<file path="config.mk">
export PLATFORM = sky130hd
export DESIGN_NAME = wb_arbiter
export DESIGN_NICKNAME = d
export VERILOG_FILES = /design/src/rtl/wb_arbiter.sv
export SDC_FILE = /design/constraint.sdc
export NUM_CORES = 1
export LEC_CHECK = 0
export BUFFER_PORTS_ARGS = -buffer_cell sky130_fd_sc_hd__clkbuf_2
export CELL_PAD_IN_SITES_DETAIL_PLACEMENT = 0
export CELL_PAD_IN_SITES_GLOBAL_PLACEMENT = 1
export CORE_MARGIN = 5
export CORE_UTILIZATION = 40
export CTS_CLUSTER_SIZE = 14
export DETAILED_ROUTE_END_ITERATION = 8
export GPL_ROUTABILITY_DRIVEN = 0
export PLACE_DENSITY = 0.78
export SLEW_MARGIN = 20
export SYNTH_ARGS = -nofsm -noshare
export SYNTH_HDL_FRONTEND = slang
export SYNTH_SLANG_ARGS = --single-unit
</file>
<file path="constraint.sdc">
create_clock -name clk -period 7.1 [get_ports clk]
set_input_delay 0 -clock clk [delete_from_list [all_inputs] [get_ports clk]]
set_output_delay 0 -clock clk [all_outputs]
set_load 0.01 [all_outputs]
</file>
<file path="src/rtl/wb_arbiter.sv">
// Register-file write-port arbiter between the main-pipeline WB stage and a long-latency result queue.
// Latency: 1 cycle from grant to rf_we/rf_waddr/rf_wdata; queue enqueue visible in q_count next cycle.
// Backpressure: pipe_stall (combinational) holds WB when the queue head wins; lu_ready=0 while the queue is full.
//
// Ports:
//   clk, rst_n                     rising-edge clock, asynchronous active-low reset
//   pipe_valid/pipe_rd/pipe_wdata  main-pipeline writeback request (rd==0 means no request)
//   pipe_stall                     WB stage must hold this cycle
//   lu_valid/lu_ready/lu_rd/lu_wdata  long-latency result handshake (rd==0 accepted and dropped)
//   rf_we/rf_waddr/rf_wdata        registered register-file write port
//   q_count                        current queue occupancy
//   perf_stall_cnt                 stall-cycle counter, only live when WB_ARB_PERF_EN is defined
//
// Optional feature: define WB_ARB_PERF_EN to build the wrapping stall-cycle counter;
// without it perf_stall_cnt is tied to 0 and no counter flops exist.
// FIFO_DEPTH must be 2 or 4; STARVE_MAX must be 1..15.

module wb_arbiter #(
  parameter int DATA_WIDTH = 32,
  parameter int FIFO_DEPTH = 2,
  parameter int STARVE_MAX = 4
) (
  input  logic                  clk,
  input  logic                  rst_n,
  input  logic                  pipe_valid,
  input  logic [4:0]            pipe_rd,
  input  logic [DATA_WIDTH-1:0] pipe_wdata,
  output logic                  pipe_stall,
  input  logic                  lu_valid,
  output logic                  lu_ready,
  input  logic [4:0]            lu_rd,
  input  logic [DATA_WIDTH-1:0] lu_wdata,
  output logic                  rf_we,
  output logic [4:0]            rf_waddr,
  output logic [DATA_WIDTH-1:0] rf_wdata,
  output logic [2:0]            q_count,
  output logic [31:0]           perf_stall_cnt
);

  // Depth is a power of two, so pointers wrap naturally modulo FIFO_DEPTH.
  localparam int         PW       = (FIFO_DEPTH > 2) ? 2 : 1;
  localparam logic [2:0] DEPTH_C  = 3'(FIFO_DEPTH);
  localparam logic [3:0] STARVE_C = 4'(STARVE_MAX);

  logic [4:0]            r_q_rd   [FIFO_DEPTH];
  logic [DATA_WIDTH-1:0] r_q_data [FIFO_DEPTH];
  logic [PW-1:0]         r_wr_ptr;
  logic [PW-1:0]         r_rd_ptr;
  logic [2:0]            r_count;
  logic [3:0]            r_starve;

  logic                  r_rf_we;
  logic [4:0]            r_rf_waddr;
  logic [DATA_WIDTH-1:0] r_rf_wdata;

  logic w_pipe_req;
  logic w_q_nonempty;
  logic w_q_full;
  logic w_q_win;
  logic w_pipe_win;
  logic w_enq;

  always_comb begin
    w_pipe_req   = pipe_valid && (pipe_rd != 5'd0);
    w_q_nonempty = (r_count != 3'd0);
    w_q_full     = (r_count == DEPTH_C);
    // Queue head takes the port when the pipe is idle, when the queue cannot
    // accept more results, or when it has been deferred long enough.
    w_q_win      = w_q_nonempty &&
                   (!w_pipe_req || w_q_full || (r_starve == STARVE_C));
    w_pipe_win   = w_pipe_req && !w_q_win;
    // No pass-through when full: a full queue refuses the result outright.
    w_enq        = lu_valid && !w_q_full && (lu_rd != 5'd0);
  end

  assign pipe_stall = w_pipe_req && w_q_win;
  assign lu_ready   = !w_q_full;
  assign q_count    = r_count;
  assign rf_we      = r_rf_we;
  assign rf_waddr   = r_rf_waddr;
  assign rf_wdata   = r_rf_wdata;

  // Queue storage carries no reset; occupancy and pointers define validity.
  always_ff @(posedge clk) begin
    if (w_enq) begin
      r_q_rd[r_wr_ptr]   <= lu_rd;
      r_q_data[r_wr_ptr] <= lu_wdata;
    end
  end

  always_ff @(posedge clk or negedge rst_n) begin
    if (!rst_n) begin
      r_wr_ptr <= '0;
      r_rd_ptr <= '0;
      r_count  <= 3'd0;
    end else begin
      if (w_enq) begin
        r_wr_ptr <= r_wr_ptr + PW'(1);
      end
      if (w_q_win) begin
        r_rd_ptr <= r_rd_ptr + PW'(1);
      end
      r_count <= r_count + 3'(w_enq) - 3'(w_q_win);
    end
  end

  // Deferral counter: only runs while a queued result is waiting behind the pipe.
  always_ff @(posedge clk or negedge rst_n) begin
    if (!rst_n) begin
      r_starve <= 4'd0;
    end else if (!w_q_nonempty || w_q_win) begin
      r_starve <= 4'd0;
    end else if (r_starve != STARVE_C) begin
      r_starve <= r_starve + 4'd1;
    end
  end

  // Write port: address/data hold when nothing is granted.
  always_ff @(posedge clk or negedge rst_n) begin
    if (!rst_n) begin
      r_rf_we    <= 1'b0;
      r_rf_waddr <= 5'd0;
      r_rf_wdata <= '0;
    end else if (w_q_win) begin
      r_rf_we    <= 1'b1;
      r_rf_waddr <= r_q_rd[r_rd_ptr];
      r_rf_wdata <= r_q_data[r_rd_ptr];
    end else if (w_pipe_win) begin
      r_rf_we    <= 1'b1;
      r_rf_waddr <= pipe_rd;
      r_rf_wdata <= pipe_wdata;
    end else begin
      r_rf_we    <= 1'b0;
    end
  end

`ifdef WB_ARB_PERF_EN
  logic [31:0] r_perf_stall_cnt;

  always_ff @(posedge clk or negedge rst_n) begin
    if (!rst_n) begin
      r_perf_stall_cnt <= 32'd0;
    end else if (pipe_stall) begin
      r_perf_stall_cnt <= r_perf_stall_cnt + 32'd1;
    end
  end

  assign perf_stall_cnt = r_perf_stall_cnt;
`else
  assign perf_stall_cnt = 32'd0;
`endif

endmodule
</file>
### Word level (Yosys, flattened, before mapping)

Memories as Yosys holds them, arrays and structs flattened.
Index checks and enable logic that the tools add are counted.

* reduce and logical (&&, ||, !) cells: 18
* add/sub/neg operators: 5
* multipliers: 0
* equality and inequality tests: 3
* divide/modulo/power cells: 0
* shift operators: 0
* bitwise gates (word level): 0
* order comparisons: 0
* multiplexer cells: 10

Operator list (count)
* 32-bit two-way mux: 2
* 5-bit two-way mux: 2
* 5-bit nonzero test: 2
* 4-bit two-way mux: 2
* 1-bit logical AND: 6
* 4-bit by 1-bit adder with 4-bit output (second input constant): 1
* 4-bit by 3-bit == test with 1-bit output (second input constant): 1
* 1-bit logical NOT: 4
* 1-bit two-way mux: 4
* 4-bit by 3-bit inequality test with 1-bit output (second input constant): 1
* 2-bit nonzero test: 2
* 3-bit by 1-bit adder with 3-bit output: 1
* 3-bit by 2-bit == test with 1-bit output (second input constant): 1
* 1-bit logical OR: 3
* 3-bit nonzero test: 1
* 3-bit by 1-bit subtractor with 3-bit output: 1
* 1-bit adder (second input constant): 2

* register bits after elaboration: 47
* output and inout port bits: 75
* input port bits: 78
* memory bits (read-only): 0
* memories: 2
* word-level logic and storage cells: 45
* bits in latches: 0
* memory bits (writable): 74

Memory list
* r_q_data: words 2, bits a word 32, read ports 1, clocked after memory_dff 0, write ports 1, line 46 `logic [DATA_WIDTH-1:0] r_q_data [FIFO_DEPTH];`
* r_q_rd: words 2, bits a word 5, read ports 1, clocked after memory_dff 0, write ports 1, line 45 `logic [4:0] r_q_rd [FIFO_DEPTH];`

### Logic depth before layout (Yosys ltp)

Gate-level depths: netlist of the first run.

* word-level depth: 10
* depth in mapped cells: 13

### Worst setup path before layout of the first run

No wires, ideal clock.

* path kind: register -> register
* from: register r_count[1], in the netlist q_count[1]
* to: memory r_q_data[0][0], enable pin
* arrival time: 2.491 ns
* slack: 4.178 ns
* library setup time: 0.431 ns
* cell stages (with the launch flop): 4
* path buffers: 0
* required time: 6.669 ns
* path through: dfrtp_1 or3b_1 o211ai_1 nor2_1

* word-level cells in the longest chain between the ends: 6

Ends and longest elaborated chain
* start: declaration: line 49 `logic [2:0] r_count;`
* start signal: assignment: line 103 `r_count <= r_count + 3'(w_enq) - 3'(w_q_win);`
* 3-bit by 2-bit == test with 1-bit output: line 66 `w_q_full = (r_count == DEPTH_C);`
* 1-bit logical NOT
* via lu_ready: line 30 `output logic lu_ready,`
* 1-bit logical AND (2 in a row): line 73 `w_enq = lu_valid && !w_q_full && (lu_rd != 5'd0);`
* 1-bit two-way mux: line 85 `if (w_enq) begin`
* 1-bit two-way mux (implied by the code): line 87 `r_q_data[r_wr_ptr] <= lu_wdata;`
* end: declaration: line 46

The timed path passes the listed nets, and every way through them passes these cells.

### Worst setup path after layout of the first run

* from: input pipe_rd[3]
* to: register r_count[2], in the netlist q_count[2]

* word-level cells in the longest chain between the ends: 7

Ends and longest elaborated chain
* start: declaration: line 26 `input logic [4:0] pipe_rd,`
* 5-bit nonzero test: line 64 `w_pipe_req = pipe_valid && (pipe_rd != 5'd0);`
* 1-bit logical AND: line 64
* 1-bit logical NOT: line 70 `(!w_pipe_req || w_q_full || (r_starve == STARVE_C));`
* 1-bit logical OR (2 in a row): line 70
* 1-bit logical AND: line 69 `w_q_win = w_q_nonempty &&`
* 3-bit by 1-bit subtractor with 3-bit output: line 103

No other way between the ends.
A chain may end at the register's enable or synchronous reset.

==> results of run 1 <==
[path summary, 6_finish.rpt]
kind | slack [ns] | cells after the start | end | startpoint
setup / recovery | 3.82 | 13 | q_count[2] | pipe_rd[3]
hold / removal | 0.03 | 3 | rf_waddr[3] | pipe_valid
setup reg to reg | 4.04 | 12 | q_count[2] | r_starve[0]
hold reg to reg | 0.50 | 1 | r_starve[0] | r_starve[0]
max in group asynchronous | 6.35 | 3 | r_rd_ptr | rst_n
min in group asynchronous | 0.25 | 3 | rf_waddr[0] | rst_n
[power groups by stage]
| stage | Clock [uW] | Sequential (uW) | Combinational (uW) |
|---|---|---|---|
| 2_1_floorplan | 0 | 1150 | 459 |
| 3_3_place_gp | 0 | 1180 | 715 |
| 3_5_place_dp | 0 | 1180 | 760 |
| 4_1_cts | 769 | 1170 | 797 |
| 5_1_grt | 801 | 1200 | 863 |
| 6_report | 753 | 1170 | 786 |
[cells by family (layout without fill, tap and decap cells)]
family,Yosys count,after routing
xor+xnor,6,6
compound gates,42,42
other cells,1,33
simple gates,90,90
mux,37,37
flops,121,121
fa+ha+maj,5,5
buf+inv,62,243
[critical path, stage by stage]
cell	delay [ns]
dlygate4sd3_1	0.54
clkbuf_2	0.11
or4_4	0.54
o21ai_4	0.12
buf_4	0.60
o21bai_4	0.47
inv_1	0.14
ha_1	0.13
inv_1	0.04
ha_1	0.18
fa_1	0.38
xor2_1	0.16
xnor2_1	0.12
[state kept, by name (all words and copies together) (netlist names)]
register	flops
q_count	3
r_q_data	64
r_q_rd	10
r_rd_ptr	1
r_starve	4
r_wr_ptr	1
rf_waddr	5
rf_wdata	32
rf_we	1
[cell type report]
type,count,area (um2)
antenna,1,2.50
timing repair buffer,204,1470
fill,1021,5400
multi-input combinational,212,1430
inverter,7,26.3
clock inverter,8,45.0
tap,172,215
sequential,121,3400
clock buffer,24,482
[through the flow]
stage	total power [uW]	utilization, %	hold WS, ns	std cells	setup slack [ns]
after detailed placement	1940	46.1	0.143	637	3.96
after global routing	2860	56.7	0.0297	749	3.62
after CTS	2740	56.7	0.0137	748	3.84
final	2710	56.7	0.0278	749	3.82
after floorplan	1610	-	-0.296	395	4.18
after global placement	1890	45.7	0.133	635	4.04
[layout by cell type (no fill, tap or decap), types with 2 or more instances in the layout]
cell type	synthesis	routed
mux2i_1	37	37
inv_1	7	7
buf_4	32	3
nor2_1	4	2
ha_1	4	4
nor3_1	4	3
clkbuf_8	0	3
conb_1	1	32
dfrtp_1	47	46
xor2_1	2	2
buf_16	0	2
xnor2_1	4	4
nand2_1	34	34
clkbuf_2	0	120
o211ai_1	6	6
clkbuf_16	0	17
nand3_1	43	43
dlygate4sd3_1	0	79
inv_4	0	2
clkbuf_1	19	4
edfxtp_1	74	74
clkinv_2	0	5
nor2_4	0	2
o221ai_1	32	32
[metal layers]
metal	vias to the layer above	track usage [%]	share of wire [%]
met4	0	7.35	2.2
met3	23	4.52	6.9
met2	141	28.4	50
met1	1718	20.8	40
met5	-	0	0
li1	1698	-	-
[what timing repair did]
item / 4_1_cts / 5_1_grt
gates resized for setup: 0 / 0
endpoints found under the hold margin: 158 / 0
buffers inserted: 0 / 0
hold buffers: 79 / 0
==> summary.md, run 1 <==
| Metric | Value |
|---|---|
| Sink Count | 121 |
| DIE WIDTH | 122 um |
| Syn avg cell area | 13.8 um2 |
| Clock slew at reported path FFs | 0.05 ns |
| CTS Buf Count | 17 |
| Clk root buf | clkbuf_16 |
| Vias post-DR | 3580 |
| EDFF count, synth | 74 |
| Hold Crit Class | input port to flip-flop |
| Buffer depth of the longest clock path | 2 |
| Die area | 14900 um2 |
| Setup violators final | 0 |
| Synth area leaders | edfxtp_1, dfrtp_1, mux2i_1, o221ai_1, buf_4 |
| FF+latch count, synth | 121 |
| Pin count of the biggest net entering global routing | 74 |
| Vias in the first global route | 3779 |
| XOR/XNOR share of the synthesized area | 1.04% |
| Synth cell count leaders | edfxtp_1, dfrtp_1, nand3_1 |
| Core ar. | 12500 um2 |
| CP Data Arrival Time | 3.55 ns |
| Routed vias/inst | 4.78 |
| Critical path capture point type | flip-flop |
| Routed wire length | 12.4 mm |
| CP Launch Type | input port |
| Total gr overflow | 0 |
| Initial Util | 40.4% |
| Post-synthesis cell count | 364 |
| Switching Fraction | 33.0% |
| CP required | 7.38 ns |
| # H-tree levels | 4 |
| PD cells | 383 nW/um2 |
| Adder-Cell Fraction of Synth Area | 1.39% |
| CTS tree | built |
| I/O Pins | 153 |
| Clock Power Share | 27.8% |
| Die H | 122 um |
| Simple-Gate Fraction of Synth Area | 8.32% |
| Net Switching | 892 uW |
| Pins over their slew limit | 0 |
| Worst Path Max Fanout | 73 |
| Clk_skew | 0.00665 ns |
| Int Pwr | 1810 uW |
| Initial DRC count | 211 |
| Total placed instance area | 5750 um2 |
| Hold Violations, Final | 0 |
| Area leader, netlist | edfxtp_1 |
| Post-synth ARST share | 38.8% |
| Post-synthesis sequential area ratio | 67.4% |
| Pre-Repair DR Iteration Count | 6 |
| First-pass GRT wire length | 19.2 mm |
| Drt wl/cell | 16.5 um |
| Post-synthesis compound-gate area fraction | 7.20% |
| Area growth, synth to finish | 40.3% |
| Post-synthesis mux area share | 7.35% |
| RSZ-0062 raised after global routing | no |
| P_leak | 0.00304 uW |
| Reg power frac | 43.2% |
| Layout cell share with drive strength beyond 1 | 28.1% |
| Worst slew pin tran | 1.02 ns |
| Max_slew headroom | 31.7% |
| Setup Crit Path Kind | input port to flip-flop |
| Clock Latency Late Sink | 0.40 ns |
| Design Area, Final | 7070 um2 |
| Prevailing post-synth register cell | edfxtp_1 |
| Initial antenna violation count | 1 |
| Num rows | 41 |
| Max Fclk | 0.305 GHz |
| Top-area cell type share of the netlist area | 44.1% |
| Library cells used by synthesis | 29 |
| Clock period minus worst slack | 3.28 ns |
| Worst-case vdd ir drop | 0.209 mV |
| Mapped cell area | 5040 um2 |
| Setup TNS | 0 ns |
| Status | complete, no violations |
| Largest family of logic cells by synthesized area | simple AND/OR/NAND/NOR gates |
| Most numerous cell in the Yosys netlist | edfxtp_1 |
| Comb pwr share | 29.0% |
| Dpl hpwl | 7.63 mm |
| Final period util | 46.1% |
| Total track usage | 17.0% |
| Nets | 646 |
| Post-DRT Antenna Nets | 0 |
| Synth warn | 0 |
| DRC Markers | 0 |
| Number of port buffers | 120 |
| Max-cap viol count | 0 |
No activity file was read; power rests on OpenSTA's default activity.
==> run 2, diff against run 1 <==
clock period = 3.4 ns   (was 7.1 ns; I/O delays follow)
==> run 2 against run 1 <==
Effect of this change:
- non-clock buffer count up 3
- first-iteration DRC count down 4.7%
- design area down 0.71%
- via count up 2.4%
- clock skew up 0.0015 ns
- routed wire length down 0.92%
- hold slack better by 0.099 ns
- sequential power up 100%
- clock-buffer cell count up 1
- register-to-register slack worse by 3.2 ns
- sequential share of layout area up 0.31 points
- setup slack worse by 3.1 ns
==> summary.md, run 2 (synthesized netlist as in run 1, its figures left out) <==
| Metric | Value |
|---|---|
| Net Switching | 1830 uW (was 892 uW) |
| Worst Path Max Fanout | 4 (was 73) |
| RSZ-0062 raised after global routing | no (unchanged) |
| DIE WIDTH | 122 um (unchanged) |
| Setup TNS | 0 ns (unchanged) |
| CP required | 3.68 ns (was 7.38 ns) |
| Pre-Repair DR Iteration Count | 5 (was 6) |
| Design Area, Final | 7020 um2 (was 7070 um2) |
| Num rows | 41 (unchanged) |
| CTS tree | built (unchanged) |
| Initial DRC count | 201 (was 211) |
| Layout cell share with drive strength beyond 1 | 27.5% (was 28.1%) |
| Comb pwr share | 29.9% (was 29.0%) |
| Setup Crit Path Kind | input port to flip-flop (unchanged) |
| Initial antenna violation count | 1 (unchanged) |
| Max-cap viol count | 0 (unchanged) |
| Pin count of the biggest net entering global routing | 73 (was 74) |
| Critical path capture point type | flip-flop (unchanged) |
| Hold Crit Class | input port to async pin (was input port to flip-flop) |
| Die H | 122 um (unchanged) |
| Clock Power Share | 27.2% (was 27.8%) |
| Area growth, synth to finish | 39.3% (was 40.3%) |
| Worst-case vdd ir drop | 0.497 mV (was 0.209 mV) |
| Clock period minus worst slack | 2.63 ns |
| Vias post-DR | 3665 (was 3580) |
| FILL cells | 1050 (was 1021) |
| Core ar. | 12500 um2 (unchanged) |
| Number of port buffers | 120 (unchanged) |
| Drt wl/cell | 16.3 um (was 16.5 um) |
| Hold Violations, Final | 0 (unchanged) |
| Clk_skew | 0.00816 ns (was 0.00665 ns) |
| Clock slew at reported path FFs | 0.05 ns (about the same) |
| PD cells | 791 nW/um2 (was 383 nW/um2) |
| Max_slew headroom | 41.5% (was 31.7%) |
| Sink Count | 121 (unchanged) |
| Routed wire length | 12.2 mm (was 12.4 mm) |
| Vias in the first global route | 3863 (was 3779) |
| CP Data Arrival Time | 2.92 ns (was 3.55 ns) |
| P_leak | 0.00302 uW (was 0.00304 uW) |
| Total placed instance area | 5720 um2 (was 5750 um2) |
| Die area | 14900 um2 (unchanged) |
| Final period util | 77.5% |
| Switching Fraction | 32.9% (was 33.0%) |
| Dpl hpwl | 7.51 mm (was 7.63 mm) |
| Most frequent cells in the layout | clkbuf_2, dlygate4sd3_1, edfxtp_1 (unchanged) |
| Reg power frac | 42.9% (was 43.2%) |
| Status | complete, no violations (unchanged) |
| CP Launch Type | input port (unchanged) |
| I/O Pins | 153 (unchanged) |
| Number of flip-flops in the largest register | 64 (unchanged) |
| Post-DRT Antenna Nets | 0 (unchanged) |
| DRC Markers | 0 (unchanged) |
| Setup violators final | 0 (unchanged) |
| Largest Register | r_q_data (unchanged) |
| Nets | 649 (was 646) |
| Initial Util | 40.4% (unchanged) |
| Total track usage | 17.2% (was 17.0%) |
| # H-tree levels | 4 (unchanged) |
| Routed vias/inst | 4.88 (was 4.78) |
| Total gr overflow | 0 (unchanged) |
| Most common cell after layout, fill and taps aside | clkbuf_2 (unchanged) |
| CTS Buf Count | 17 (unchanged) |
| Max Fclk | 0.380 GHz |
| Int Pwr | 3720 uW (was 1810 uW) |
| Clock Latency Late Sink | 0.40 ns (about the same) |
| Pins over their slew limit | 0 (unchanged) |
| Buffer depth of the longest clock path | 2 (unchanged) |
| First-pass GRT wire length | 19.6 mm (was 19.2 mm) |
| Worst slew pin tran | 0.878 ns (was 1.02 ns) |
| Clk root buf | clkbuf_16 (unchanged) |
==> run 2: cell count changes in the layout (fill, tap and decap cells not counted), sizes merged <==
cell,before,now
inv,9,7
dlygate4sd3,79,80
buf,5,7
clkinvlp,1,0
clkinv,5,6
clkbuf,144,145
==> run 2: area by class of cell <==
class	count	area [um2]	area share [%]
Antenna cell	1	2.50	0.0357
Clock buffer	25	465	6.63
Clock inverter	6	28.8	0.410
Inverter	7	26.3	0.374
Multi-Input combinational cell	212	1430	20.3
Sequential cell	121	3400	48.4
Tap cell	172	215	3.07
Timing Repair Buffer	207	1450	20.7
==> run 2: metrics by stage <==
step	setup slack (ns)	total power, uW	utilization (%)	std cells	hold slack, ns
6_report	0.766	5550	56.3	751	0.127
5_1_grt	0.591	5880	56.3	751	0.161
4_1_cts	0.764	5610	56.3	750	0.112
3_5_place_dp	0.879	4000	45.9	639	0.00107
3_3_place_gp	0.984	3940	45.9	639	-0.0138
2_1_floorplan	0.478	3360	-	395	-0.296
==> run 2: power groups by stage <==
stage	logic, uW	clock network (uW)	registers (uW)
5_1_grt	1830	1610	2440
4_1_cts	1680	1550	2380
6_report	1660	1510	2380
2_1_floorplan	959	0	2410
3_5_place_dp	1600	0	2400
3_3_place_gp	1560	0	2370
==> run 2: routing by layer <==
layer | wire length [um] | up-vias | global-route usage, %
li1 | - | 1701 | -
met1 | 4890 | 1784 | 20.4
met2 | 6200 | 159 | 29.9
met3 | 890 | 21 | 4.52
met4 | 263 | 0 | 7.14
met5 | 0 | - | 0
==> run 2: path summary, 6_finish.rpt <==
kind                                  start           to  slack (ns)  cells after the start
max in group asynchronous             rst_n     r_rd_ptr        2.42                      3
worst min register to register  r_starve[0]  r_starve[0]        0.49                      1
worst max-delay path               lu_rd[0]   q_count[2]        0.77                     10
min in group clk                   lu_valid     r_wr_ptr        0.13                      3
worst max register to register   q_count[2]   q_count[2]        0.87                      8
worst min-delay path                  rst_n  rf_waddr[4]        0.13                      2
==> run 2: timing repair <==
action,in CTS,in global routing
resized for setup,0,0
endpoints found under the hold margin,127,0
hold buffers,80,0
setup buffers,0,0
==> run 2: critical path, cell delays in order <==
cell and delay (ns):
dlygate4sd3_1 0.53, clkbuf_2 0.11, or4_1 0.55, o211ai_1 0.59, ha_1 0.24, inv_1 0.04
ha_1 0.18, fa_1 0.38, xor2_1 0.16, xnor2_1 0.13
